==> src/rtl/fall_sched_ctrl_if.sv <==
// Signal bundle between the fall scheduler and the board logic.
// Every i_* pulse is a one-cycle strobe sampled on the rising clock; i_lines_cleared is
// meaningful only while i_lines_valid is high; i_pause, i_down_btn and i_landed are
// levels. Every o_* pulse is a registered one-cycle strobe with no back-pressure.
interface fall_sched_ctrl_if;
  logic       i_game_start;
  logic       i_game_over;
  logic       i_pause;
  logic       i_down_btn;
  logic       i_hard_drop;
  logic       i_landed;
  logic       i_piece_moved;
  logic       i_spawn_done;
  logic       i_lines_valid;
  logic [2:0] i_lines_cleared;
  logic       o_fall_tick;
  logic       o_lock_req;
  logic       o_spawn_req;
  logic [3:0] o_level;
  logic [9:0] o_lines;
  logic [2:0] o_state;

  modport master (
    output i_game_start, i_game_over, i_pause, i_down_btn, i_hard_drop, i_landed,
           i_piece_moved, i_spawn_done, i_lines_valid, i_lines_cleared,
    input  o_fall_tick, o_lock_req, o_spawn_req, o_level, o_lines, o_state
  );

  modport slave (
    input  i_game_start, i_game_over, i_pause, i_down_btn, i_hard_drop, i_landed,
           i_piece_moved, i_spawn_done, i_lines_valid, i_lines_cleared,
    output o_fall_tick, o_lock_req, o_spawn_req, o_level, o_lines, o_state
  );
endinterface

==> src/rtl/fall_sched_ctrl.sv <==
// Piece-fall scheduler: sequences fall, lock-delay, hard-drop and spawn phases, and
// tracks lines/level to derive the gravity period.
module fall_sched_ctrl #(
  parameter int BASE_CNT        = 75000000 - 1,
  parameter int LEVEL_STEP      = 5000000,
  parameter int MIN_CNT         = 5000000 - 1,
  parameter int SOFT_CNT        = 5000000 - 1,
  parameter int LOCK_CNT        = 37500000 - 1,
  parameter int HARD_GAP        = 1,
  parameter int LINES_PER_LEVEL = 10,
  parameter int MAX_LEVEL       = 14,
  parameter int MAX_LOCK_RESETS = 15
) (
  input logic              i_pixclk,
  input logic              i_reset_n,
  fall_sched_ctrl_if.slave bus
);

  typedef enum logic [2:0] {
    S_IDLE       = 3'd0,
    S_FALL       = 3'd1,
    S_LOCK_WAIT  = 3'd2,
    S_HARD       = 3'd3,
    S_SPAWN_WAIT = 3'd4
  } state_t;

  localparam int HW = $clog2(HARD_GAP + 2);
  localparam int RW = $clog2(MAX_LOCK_RESETS + 2);

  localparam logic [27:0]   BASE_W    = 28'(BASE_CNT);
  localparam logic [27:0]   STEP_W    = 28'(LEVEL_STEP);
  localparam logic [27:0]   MIN_W     = 28'(MIN_CNT);
  localparam logic [27:0]   SOFT_W    = 28'(SOFT_CNT);
  localparam logic [26:0]   LOCK_W    = 27'(LOCK_CNT);
  localparam logic [HW-1:0] GAP_W     = HW'(HARD_GAP);
  localparam logic [RW-1:0] RESETS_W  = RW'(MAX_LOCK_RESETS);
  localparam logic [7:0]    LPL_W     = 8'(LINES_PER_LEVEL);
  localparam logic [3:0]    MAXL_W    = 4'(MAX_LEVEL);
  localparam logic [10:0]   LINES_SAT = 11'd999;

  state_t          state_q, state_d;
  logic [26:0]     fall_cnt_q, fall_cnt_d;
  logic [26:0]     lock_cnt_q, lock_cnt_d;
  logic [HW-1:0]   hard_cnt_q, hard_cnt_d;
  logic [RW-1:0]   resets_q, resets_d;
  logic            spawn_pend_q, spawn_pend_d;
  logic [3:0]      level_q, level_d;
  logic [9:0]      lines_q, lines_d;
  logic [7:0]      in_lvl_q, in_lvl_d;
  logic            fall_tick_q, fall_tick_d;
  logic            lock_req_q, lock_req_d;
  logic            spawn_req_q, spawn_req_d;

  logic [27:0]     level_dec, period_raw, period, target;
  logic [10:0]     lines_sum;
  logic [7:0]      in_lvl_sum;

  // Gravity target; the subtraction is guarded so high levels clamp to MIN_CNT.
  always_comb begin
    level_dec  = 28'(level_q) * STEP_W;
    period_raw = (level_dec >= BASE_W) ? 28'd0 : (BASE_W - level_dec);
    period     = (period_raw > MIN_W) ? period_raw : MIN_W;
    target     = period;
    if (bus.i_down_btn && (SOFT_W < period)) target = SOFT_W;
  end

  always_ff @(posedge i_pixclk) begin
    if (!i_reset_n) begin
      state_q      <= S_IDLE;
      fall_cnt_q   <= '0;
      lock_cnt_q   <= '0;
      hard_cnt_q   <= '0;
      resets_q     <= '0;
      spawn_pend_q <= 1'b0;
      level_q      <= '0;
      lines_q      <= '0;
      in_lvl_q     <= '0;
      fall_tick_q  <= 1'b0;
      lock_req_q   <= 1'b0;
      spawn_req_q  <= 1'b0;
    end else begin
      state_q      <= state_d;
      fall_cnt_q   <= fall_cnt_d;
      lock_cnt_q   <= lock_cnt_d;
      hard_cnt_q   <= hard_cnt_d;
      resets_q     <= resets_d;
      spawn_pend_q <= spawn_pend_d;
      level_q      <= level_d;
      lines_q      <= lines_d;
      in_lvl_q     <= in_lvl_d;
      fall_tick_q  <= fall_tick_d;
      lock_req_q   <= lock_req_d;
      spawn_req_q  <= spawn_req_d;
    end
  end

  always_comb begin
    state_d      = state_q;
    fall_cnt_d   = fall_cnt_q;
    lock_cnt_d   = lock_cnt_q;
    hard_cnt_d   = hard_cnt_q;
    resets_d     = resets_q;
    spawn_pend_d = spawn_pend_q;
    level_d      = level_q;
    lines_d      = lines_q;
    in_lvl_d     = in_lvl_q;
    fall_tick_d  = 1'b0;
    lock_req_d   = 1'b0;
    spawn_req_d  = 1'b0;
    lines_sum    = {1'b0, lines_q} + 11'(bus.i_lines_cleared);
    in_lvl_sum   = in_lvl_q + 8'(bus.i_lines_cleared);

    if (bus.i_game_start) begin
      state_d      = S_SPAWN_WAIT;
      fall_cnt_d   = '0;
      lock_cnt_d   = '0;
      hard_cnt_d   = '0;
      resets_d     = '0;
      spawn_pend_d = 1'b0;
      level_d      = '0;
      lines_d      = '0;
      in_lvl_d     = '0;
      spawn_req_d  = 1'b1;
    end else if (bus.i_game_over && (state_q != S_IDLE)) begin
      state_d      = S_IDLE;
      spawn_pend_d = 1'b0;
    end else if (!bus.i_pause) begin
      if (bus.i_lines_valid && (state_q != S_IDLE)) begin
        lines_d = (lines_sum > LINES_SAT) ? LINES_SAT[9:0] : lines_sum[9:0];
        if (in_lvl_sum >= LPL_W) begin
          in_lvl_d = in_lvl_sum - LPL_W;
          level_d  = (level_q >= MAXL_W) ? MAXL_W : (level_q + 4'd1);
        end else begin
          in_lvl_d = in_lvl_sum;
        end
      end

      case (state_q)
        S_SPAWN_WAIT: begin
          // After a lock the spawn request trails o_lock_req by one cycle.
          if (spawn_pend_q) begin
            spawn_req_d  = 1'b1;
            spawn_pend_d = 1'b0;
          end else if (bus.i_spawn_done) begin
            state_d    = S_FALL;
            fall_cnt_d = '0;
            resets_d   = '0;
          end
        end
        S_FALL: begin
          if (bus.i_hard_drop) begin
            state_d    = S_HARD;
            hard_cnt_d = '0;
          end else if (bus.i_landed) begin
            state_d    = S_LOCK_WAIT;
            lock_cnt_d = '0;
          end else if ({1'b0, fall_cnt_q} >= target) begin
            fall_cnt_d  = '0;
            fall_tick_d = 1'b1;
          end else begin
            fall_cnt_d = fall_cnt_q + 27'd1;
          end
        end
        S_LOCK_WAIT: begin
          if (!bus.i_landed) begin
            state_d = S_FALL;
          end else if (bus.i_down_btn || bus.i_hard_drop) begin
            lock_req_d   = 1'b1;
            state_d      = S_SPAWN_WAIT;
            spawn_pend_d = 1'b1;
          end else if (bus.i_piece_moved && (resets_q < RESETS_W)) begin
            lock_cnt_d = '0;
            resets_d   = resets_q + RW'(1);
          end else if (lock_cnt_q >= LOCK_W) begin
            lock_req_d   = 1'b1;
            state_d      = S_SPAWN_WAIT;
            spawn_pend_d = 1'b1;
          end else begin
            lock_cnt_d = lock_cnt_q + 27'd1;
          end
        end
        S_HARD: begin
          if (bus.i_landed) begin
            lock_req_d   = 1'b1;
            state_d      = S_SPAWN_WAIT;
            spawn_pend_d = 1'b1;
          end else if (hard_cnt_q >= GAP_W) begin
            hard_cnt_d  = '0;
            fall_tick_d = 1'b1;
          end else begin
            hard_cnt_d = hard_cnt_q + HW'(1);
          end
        end
        default: ;
      endcase
    end
  end

  assign bus.o_fall_tick = fall_tick_q;
  assign bus.o_lock_req  = lock_req_q;
  assign bus.o_spawn_req = spawn_req_q;
  assign bus.o_level     = level_q;
  assign bus.o_lines     = lines_q;
  assign bus.o_state     = state_q;

endmodule
==> src/flat_wrapper.sv <==
// flat-port wrapper written by rule: the top's interface ports become plain ports
module fall_sched_ctrl_flat 
#(
  parameter int BASE_CNT        = 75000000 - 1,
  parameter int LEVEL_STEP      = 5000000,
  parameter int MIN_CNT         = 5000000 - 1,
  parameter int SOFT_CNT        = 5000000 - 1,
  parameter int LOCK_CNT        = 37500000 - 1,
  parameter int HARD_GAP        = 1,
  parameter int LINES_PER_LEVEL = 10,
  parameter int MAX_LEVEL       = 14,
  parameter int MAX_LOCK_RESETS = 15
)
  (i_pixclk, i_reset_n, bus_i_game_start, bus_i_game_over, bus_i_pause, bus_i_down_btn, bus_i_hard_drop, bus_i_landed, bus_i_piece_moved, bus_i_spawn_done, bus_i_lines_valid, bus_i_lines_cleared, bus_o_fall_tick, bus_o_lock_req, bus_o_spawn_req, bus_o_level, bus_o_lines, bus_o_state);
  fall_sched_ctrl_if bus_i ();
  input logic i_pixclk;
  input logic i_reset_n;
  input wire logic [$bits(bus_i.i_game_start)-1:0] bus_i_game_start;
  input wire logic [$bits(bus_i.i_game_over)-1:0] bus_i_game_over;
  input wire logic [$bits(bus_i.i_pause)-1:0] bus_i_pause;
  input wire logic [$bits(bus_i.i_down_btn)-1:0] bus_i_down_btn;
  input wire logic [$bits(bus_i.i_hard_drop)-1:0] bus_i_hard_drop;
  input wire logic [$bits(bus_i.i_landed)-1:0] bus_i_landed;
  input wire logic [$bits(bus_i.i_piece_moved)-1:0] bus_i_piece_moved;
  input wire logic [$bits(bus_i.i_spawn_done)-1:0] bus_i_spawn_done;
  input wire logic [$bits(bus_i.i_lines_valid)-1:0] bus_i_lines_valid;
  input wire logic [$bits(bus_i.i_lines_cleared)-1:0] bus_i_lines_cleared;
  output wire logic [$bits(bus_i.o_fall_tick)-1:0] bus_o_fall_tick;
  output wire logic [$bits(bus_i.o_lock_req)-1:0] bus_o_lock_req;
  output wire logic [$bits(bus_i.o_spawn_req)-1:0] bus_o_spawn_req;
  output wire logic [$bits(bus_i.o_level)-1:0] bus_o_level;
  output wire logic [$bits(bus_i.o_lines)-1:0] bus_o_lines;
  output wire logic [$bits(bus_i.o_state)-1:0] bus_o_state;
  assign bus_i.i_game_start = bus_i_game_start;
  assign bus_i.i_game_over = bus_i_game_over;
  assign bus_i.i_pause = bus_i_pause;
  assign bus_i.i_down_btn = bus_i_down_btn;
  assign bus_i.i_hard_drop = bus_i_hard_drop;
  assign bus_i.i_landed = bus_i_landed;
  assign bus_i.i_piece_moved = bus_i_piece_moved;
  assign bus_i.i_spawn_done = bus_i_spawn_done;
  assign bus_i.i_lines_valid = bus_i_lines_valid;
  assign bus_i.i_lines_cleared = bus_i_lines_cleared;
  assign bus_o_fall_tick = bus_i.o_fall_tick;
  assign bus_o_lock_req = bus_i.o_lock_req;
  assign bus_o_spawn_req = bus_i.o_spawn_req;
  assign bus_o_level = bus_i.o_level;
  assign bus_o_lines = bus_i.o_lines;
  assign bus_o_state = bus_i.o_state;
  fall_sched_ctrl #(.BASE_CNT(BASE_CNT), .LEVEL_STEP(LEVEL_STEP), .MIN_CNT(MIN_CNT), .SOFT_CNT(SOFT_CNT), .LOCK_CNT(LOCK_CNT), .HARD_GAP(HARD_GAP), .LINES_PER_LEVEL(LINES_PER_LEVEL), .MAX_LEVEL(MAX_LEVEL), .MAX_LOCK_RESETS(MAX_LOCK_RESETS)) u_core (.i_pixclk(i_pixclk), .i_reset_n(i_reset_n), .bus(bus_i));
endmodule
==> config.mk <==
export PLATFORM = sky130hd
export DESIGN_NAME = fall_sched_ctrl_flat
export DESIGN_NICKNAME = d
export VERILOG_FILES = /design/src/rtl/fall_sched_ctrl_if.sv /design/src/rtl/fall_sched_ctrl.sv /design/src/flat_wrapper.sv
export SDC_FILE = /design/constraint.sdc
export NUM_CORES = 1
export LEC_CHECK = 0
export BUFFER_PORTS_ARGS = -buffer_cell sky130_fd_sc_hd__buf_2
export CORE_MARGIN = 1.5
export CORE_UTILIZATION = 60
export CTS_CLUSTER_DIAMETER = 120
export DETAILED_ROUTE_END_ITERATION = 10
export PLACE_DENSITY = 0.78
export SYNTH_ARGS = -nofsm -noshare
export SYNTH_HDL_FRONTEND = slang
export SYNTH_SLANG_ARGS = --single-unit
==> constraint.sdc <==
create_clock -name i_pixclk -period 9.15 [get_ports i_pixclk]
set_clock_uncertainty 0.2 [all_clocks]
set_input_delay 1.83 -clock i_pixclk [delete_from_list [all_inputs] [get_ports i_pixclk]]
set_output_delay 1.83 -clock i_pixclk [all_outputs]
set_load 0.005 [all_outputs]
==> summary.txt, run 1 <==
Outcome
  • Run status: completed

Power
  • Static leakage: between 3 and 4 nW
  • Power dissipated by switching net loads: ~0.18 mW
  • Internal power summed over all cells: 0.617 mW
  • Max VDD drop: 0.122 mV
  • Part of the total power dissipated in combinational logic: 5.9%
  • Fraction of power consumed by the clock network: about 45%
  • Total power per unit cell area: ~95 nW/um^2
  • Switching share of power: roughly 23%
  • Sequential fraction of design power: 49.4%

Worst hold path
  • HP Start: u_core.lock_cnt_q[26]
  • Worst hold-check path type: flip-flop to flip-flop

Setup path
  • Most numerous cell on the critical path: o21ai_0
  • Cell with the largest stage delay on the worst path: dfxtp_1
  • Worst EP required: 9.22 ns
  • Sort of element at the start of the critical path: flip-flop
  • Max Fanout on Critical Path: 23
  • Dominant delay contributor by cell family on the critical path: compound AO/OA/AOI/OAI gates
  • Delay of the slowest critical-path stage: 0.71 ns
  • Number of buffers and inverters on the critical path: 2
  • Reg2Reg Setup Slack: 0.99 ns
  • Category of the critical setup timing path: flip-flop to flip-flop
  • Endpoint kind of the worst setup timing path: flip-flop
  • Reg2Reg Launch Point: u_core.bus.o_level[2]
  • Critical path startpoint: u_core.bus.o_level[2]
  • Arrival time at the worst endpoint: a little over 8 ns

Die
  • Number of ports placed on the die boundary: 34
  • Width of the die: approximately 120 um
  • Die Y: around 120 um
  • Area of the die: 13,900 um^2
  • FP Rows: just over 40
  • Core footprint: 12,700 um^2
  • Initial cell density of the core: 62.1%

Place
  • Hpwl dp: 14.1 mm
  • Placed Instances: roughly 1.2k
  • Number of buffer cells added on primary ports: 33
  • Pre-CTS WS: 1.19 ns
  • Cell area after placement: ~8100 um^2
  • Gp weighted congestion: roughly 1

Cells and area
  • Final non-filler cell area: 8410 um^2
  • Most frequent cells in the layout: 117 x nand2_1, 93 x nor2_1, 90 x dfxtp_1
  • Total area of multi-input combinational cells: 5780 um^2
  • Most common cell after layout, fill and taps aside: nand2_1
  • Final layout net count: 1,121
  • Number of non-filler instances in the completed layout: around 1.2k
  • Antenna Cells: 0
  • Area growth from synthesis to final layout: 6.46%
  • Share of final-layout standard cells stronger than drive strength 1: 10.5%
  • Flip-flop and latch area: approximately 1800 um^2
  • FILL cells: ~1.2k

Routing
  • Remaining number of nets flagged by the antenna check after routing: 0
  • Final wirelength: 19.2 mm
  • Via-per-instance ratio: 6.24
  • First-pass iteration count of the detailed router: 5
  • Total via count in the routed design: about 7.6k
  • Average wire length per cell after detail routing: between 15 and 20 um
  • Number of remaining DRC errors: 0
  • Violation count after the first detailed-routing iteration: between 500 and 600

GRT
  • Total routing usage reported by global routing: between 20% and 30%
  • Wire length of the first global-routing pass: 32.3 mm
  • Total congestion overflow after global routing: 0
  • Number of global-route vias before repair: 6,739
  • Pin count of the biggest net entering global routing: 33
  • Number of antenna violations at the first check in global routing: 0

Synthesis
  • Number of synthesized flops with an enable pin: 0
  • Fraction of registers with async set/reset: 0%
  • Mapped Area: 7900 um^2
  • Syn avg cell area: around 7.7 um^2
  • Distinct cell type count after synthesis: 94
  • Part of the Yosys area used for sequential elements: 22.8%
  • Synthesized instance count: ~1k
  • Most frequently used flop master after synthesis: dfxtp_1
  • Number of synthesis warnings: 0
  • Synthesis-stage register bit count: 90

Timing
  • Total negative slack for setup checks: 0 ns
  • Transition time at the pin with the least slew margin: 1.01 ns
  • RSZ-0062 raised after global routing: no
  • Share of the clock period used by the worst path after layout: 89.1%
  • Worst hold margin: 0.224 ns
  • Fmax achieved: 0.123 GHz
  • Minimum setup slack in the final design: 0.995 ns
  • Final setup violation count: 0
  • Relative max-transition margin: 32.5%
  • Final worst path period need: 8.16 ns
  • Number of slew-limit violations in the final report: 0
  • Final Hold Vio Count: 0

Clocking
  • CTS max path bufs: 2
  • Worst-path clk slew: 0.06 ns
  • Number of cells upsized or downsized after cts: 0
  • Clk_lat worst skew: roughly 0.35 ns
  • Maximum level of the CTS H-tree: 3
  • Clock sinks: 90
  • Total CTS buffers: 9
  • Clock tree from TritonCTS: built
  • Buffer count from post-CTS setup fixing: 0
  • Cts hold-fix bufs: 0
  • Clock root cell: clkbuf_16

Job
  • Maximum Capacitance Violations: 0
power groups by stage:
stage	combinational (mW)	sequential, mW	clock, mW
after floorplan	0.0338	0.403	0
after global placement	0.0461	0.404	0
after detailed placement	0.0469	0.404	0
after CTS	0.0471	0.395	0.366
after global routing	0.0530	0.395	0.380
final	0.0471	0.395	0.358
per-layer routing:
| metal | global-route usage, % | vias up | routed length (um) |
|---|---|---|---|
| met5 | 0 | - | 0 |
| met4 | 8.23 | 0 | 379 |
| met3 | 5.09 | 32 | 1040 |
| met2 | 45.0 | 236 | 8720 |
| met1 | 37.6 | 3524 | 9080 |
| li1 | - | 3786 | - |
cells in the mapped netlist, types with 4 or more instances:
library cell | count | area share [%]
o21ai_0 | 55 | 3.5
or2_2 | 7 | 0.55
a211oi_1 | 7 | 0.67
a31o_2 | 4 | 0.44
fa_1 | 4 | 1.0
or3_1 | 9 | 0.71
nand4b_1 | 5 | 0.55
a21o_1 | 18 | 1.7
nand3_1 | 35 | 2.2
and2_1 | 13 | 1.0
nand3b_1 | 9 | 0.86
buf_2 | 7 | 0.44
dfxtp_1 | 90 | 23
nand2_2 | 11 | 0.87
xor2_1 | 27 | 3.0
xnor2_1 | 26 | 2.9
clkbuf_1 | 30 | 1.4
o21a_1 | 5 | 0.48
nor4_1 | 14 | 1.1
a21oi_1 | 61 | 3.9
mux2i_1 | 10 | 1.3
inv_1 | 33 | 1.6
nor3_1 | 39 | 2.5
a31oi_1 | 13 | 1.0
o21ai_1 | 9 | 0.57
nor2_1 | 93 | 4.4
and3_1 | 34 | 2.7
nor2b_1 | 17 | 1.3
nand4_1 | 14 | 1.1
ha_1 | 64 | 10
o22ai_1 | 24 | 1.9
o211ai_1 | 8 | 0.76
and4_1 | 7 | 0.78
nand2_1 | 117 | 5.6
nand2b_1 | 9 | 0.71
nor3b_1 | 9 | 0.86
final cells by class:
type | instances | share of cell area [%]
well taps | 172 | 2.56
clock inverters | 4 | 0.536
repair buffers | 39 | 2.50
flip-flops and latches | 90 | 21.4
inverters | 33 | 1.47
multi-input cells | 866 | 68.8
clock buffers | 10 | 2.72
logic make-up (layout without fill, tap and decap cells):
logic type / after synthesis / count (layout) / share of synthesized area, %
buffers and inverters: 78 / 86 / 4.31
other: 2 / 6 / 0.0951
XOR/XNOR: 54 / 54 / 6.08
AND/OR/NAND/NOR: 459 / 459 / 30.5
flip-flops: 90 / 90 / 22.8
multiplexers: 12 / 12 / 1.69
AO/OA/AOI/OAI: 267 / 267 / 23.4
adder cells (fa/ha/maj): 68 / 68 / 11.2
metrics by stage:
step | utilization [%] | power [mW]
2_1_floorplan | - | 0.437
3_3_place_gp | 63.9 | 0.450
3_5_place_dp | 63.9 | 0.451
4_1_cts | 66.1 | 0.809
5_1_grt | 66.1 | 0.829
6_report | 66.1 | 0.801
worst paths after layout:
path / end / depth (start not counted)
max reg2reg: u_core.fall_cnt_q[3] / 26
min: u_core.lock_cnt_q[26] / 2
max: u_core.fall_cnt_q[3] / 26
min reg2reg: u_core.lock_cnt_q[26] / 2
registers in the layout (all words and copies together) (netlist names), 2 cells and up:
name	count
u_core.bus.o_level	4
u_core.bus.o_lines	10
u_core.bus.o_state	3
u_core.fall_cnt_q	27
u_core.hard_cnt_q	2
u_core.in_lvl_q	8
u_core.lock_cnt_q	27
u_core.resets_q	5
worst reg2reg max path, stage by stage, from the launching register on:
cell and delay, ns:
dfxtp_1 0.71, inv_1 0.27, ha_1 0.40, fa_1 0.51
inv_1 0.05, ha_1 0.48, a211oi_2 0.15, o21ai_1 0.39
nand4_4 0.17, xnor2_2 0.23, nor4_1 0.60, o21ai_0 0.25
o21ai_0 0.16, nor3b_1 0.34, a32oi_4 0.23, nor2_8 0.33
o21ai_1 0.14, ha_1 0.33, a21o_1 0.18, a21o_1 0.16
a21oi_1 0.12, o21ai_0 0.11, a2111oi_0 0.37, a21o_1 0.20
a31o_2 0.48, o21ai_1 0.28, o21ai_0 0.22
(Power assumes the default switching activity.)
==> run 2: changes to the inputs <==
Settings changed: BUFFER_PORTS_ARGS -buffer_cell sky130_fd_sc_hd__buf_2 to -buffer_cell sky130_fd_sc_hd__clkbuf_2, SLEW_MARGIN set to 30.
==> summary.txt, run 2 (same netlist as run 1, synthesis figures left out) <==
Cells and area
  • Final layout net count: 1,121
  • Area growth from synthesis to final layout: 6.99%
  • Flip-flop and latch area: around 1800 um^2
  • Most common cell after layout, fill and taps aside: nand2_1
  • Final non-filler cell area: 8450 um^2
  • FILL cells: between 1k and 1.5k
  • Share of final-layout standard cells stronger than drive strength 1: 10.8%
  • Most frequent cells in the layout: 117 x nand2_1, 93 x nor2_1, 90 x dfxtp_1
  • Antenna Cells: 0
  • Total area of multi-input combinational cells: 5790 um^2

Setup path
  • Arrival time at the worst endpoint: approximately 8.2 ns
  • Worst EP required: 9.22 ns
  • Endpoint kind of the worst setup timing path: flip-flop
  • Category of the critical setup timing path: flip-flop to flip-flop
  • Sort of element at the start of the critical path: flip-flop
  • Max Fanout on Critical Path: 23

Power
  • Fraction of power consumed by the clock network: 46.9%
  • Sequential fraction of design power: roughly 47%
  • Static leakage: about 3.4 nW
  • Internal power summed over all cells: ~0.64 mW
  • Max VDD drop: a little over 0.09 mV
  • Part of the total power dissipated in combinational logic: 5.7%
  • Power dissipated by switching net loads: between 0.15 and 0.2 mW
  • Switching share of power: 23.6%
  • Total power per unit cell area: 98.7 nW/um^2

Timing
  • Final Hold Vio Count: 0
  • Number of slew-limit violations in the final report: 0
  • Share of the clock period used by the worst path after layout: 88.5%
  • Fmax achieved: 0.123 GHz
  • Final setup violation count: 0
  • Relative max-transition margin: 43.3%
  • RSZ-0062 raised after global routing: no
  • Transition time at the pin with the least slew margin: 0.843 ns
  • Final worst path period need: 8.10 ns
  • Total negative slack for setup checks: 0 ns

GRT
  • Pin count of the biggest net entering global routing: 33
  • Number of antenna violations at the first check in global routing: 0
  • Wire length of the first global-routing pass: between 30 and 40 mm
  • Total routing usage reported by global routing: 28.2%
  • Number of global-route vias before repair: approximately 7k
  • Met1 global-route usage: 37.4%
  • GR met3 Demand/Resource: 4.75%
  • Most utilized layer in the global route result: met2
  • Grt met2 use: a little under half
  • Total congestion overflow after global routing: 0

Clocking
  • Clock tree from TritonCTS: built
  • Clock root cell: clkbuf_16
  • Clk_lat worst skew: 0.36 ns
  • Total CTS buffers: 9
  • CTS max path bufs: 2
  • Maximum level of the CTS H-tree: 3
  • Clock sinks: 90
  • Number of cells upsized or downsized after cts: 0
  • Buffer count from post-CTS setup fixing: 0
  • Cts hold-fix bufs: 0
  • Worst-path clk slew: 0.07 ns

Place
  • Hpwl dp: between 10 and 15 mm
  • Number of buffer cells added on primary ports: 33
  • Gp weighted congestion: 0.918
  • Cell area after placement: 8140 um^2

Routing
  • Remaining number of nets flagged by the antenna check after routing: 0
  • First-pass iteration count of the detailed router: 5
  • Average wire length per cell after detail routing: between 15 and 20 um
  • Violation count after the first detailed-routing iteration: between 500 and 600
  • Total via count in the routed design: 7,541
  • Number of remaining DRC errors: 0
  • Final wirelength: approximately 19 mm
  • Via-per-instance ratio: 6.20

Die
  • FP Rows: 41
  • Die Y: between 100 and 150 um
  • Number of ports placed on the die boundary: 34
  • Initial cell density of the core: approximately 62%
  • Width of the die: 118 um
  • Core footprint: 12,700 um^2
  • Area of the die: around 14,000 um^2

Job
  • Maximum Capacitance Violations: 0

Outcome
  • Run status: completed

Worst hold path
  • Worst hold-check path type: flip-flop to flip-flop
## run 2: final cells by class
cell class              instances  share of cell area (%)
repair buffers                 39                    2.49
clock inverters                 5                   0.725
well taps                     172                    2.55
inverters                      33                    1.47
clock buffers                  11                    2.99
flip-flops and latches         90                    21.3
multi-input cells             866                    68.5
## run 2: per-layer routing
layer / share of wire, % / up-vias
li1: - / 3790
met3: 4.8 / 38
met5: 0 / -
met4: 2.3 / 0
met2: 46 / 221
met1: 47 / 3492
## run 2: power groups by stage
stage	logic, mW	clock network, mW	registers, mW
after floorplan	0.0338	0	0.403
after global placement	0.0462	0	0.404
after detailed placement	0.0467	0	0.404
after CTS	0.0470	0.397	0.395
after global routing	0.0530	0.416	0.395
final	0.0471	0.391	0.395
## run 2: critical path: stages, from the launching register on
cell and delay [ns]:
dfxtp_1 0.70, inv_1 0.24, ha_1 0.38, fa_1 0.51
inv_1 0.04, ha_1 0.46, a211oi_2 0.15, o21ai_1 0.34
nand4_4 0.17, xnor2_2 0.22, or4_4 0.56, o2111ai_2 0.28
nand2_2 0.15, and2_1 0.25, o211ai_2 0.21, mux2i_4 0.14
nor2_8 0.27, o21ai_1 0.12, ha_1 0.32, a21o_1 0.18
a21o_1 0.17, a21oi_1 0.13, o21ai_0 0.15, a2111oi_0 0.47
a21o_1 0.20, a31o_2 0.47, o21ai_1 0.27, o21ai_0 0.25
## run 2: final timing paths
path / cells past startpoint / endpoint / startpoint / slack [ns]
setup / recovery: 27 / u_core.fall_cnt_q[19] / u_core.bus.o_level[2] / 1.05
hold reg to reg: 2 / u_core.lock_cnt_q[26] / u_core.lock_cnt_q[26] / 0.23
setup reg to reg: 27 / u_core.fall_cnt_q[19] / u_core.bus.o_level[2] / 1.05
hold / removal: 2 / u_core.lock_cnt_q[26] / u_core.lock_cnt_q[26] / 0.23
## run 2: metrics by stage
step | hold WS (ns) | std cells | util [%] | setup WS (ns) | total power [mW]
3_3_place_gp | 0.217 | 1200 | 63.9 | 1.66 | 0.450
3_5_place_dp | 0.217 | 1200 | 63.9 | 1.34 | 0.451
5_1_grt | 0.271 | 1216 | 66.4 | 0.483 | 0.865
2_1_floorplan | 0.208 | 1034 | - | 2.39 | 0.437
6_report | 0.226 | 1216 | 66.4 | 1.05 | 0.834
4_1_cts | 0.227 | 1216 | 66.4 | 1.18 | 0.839
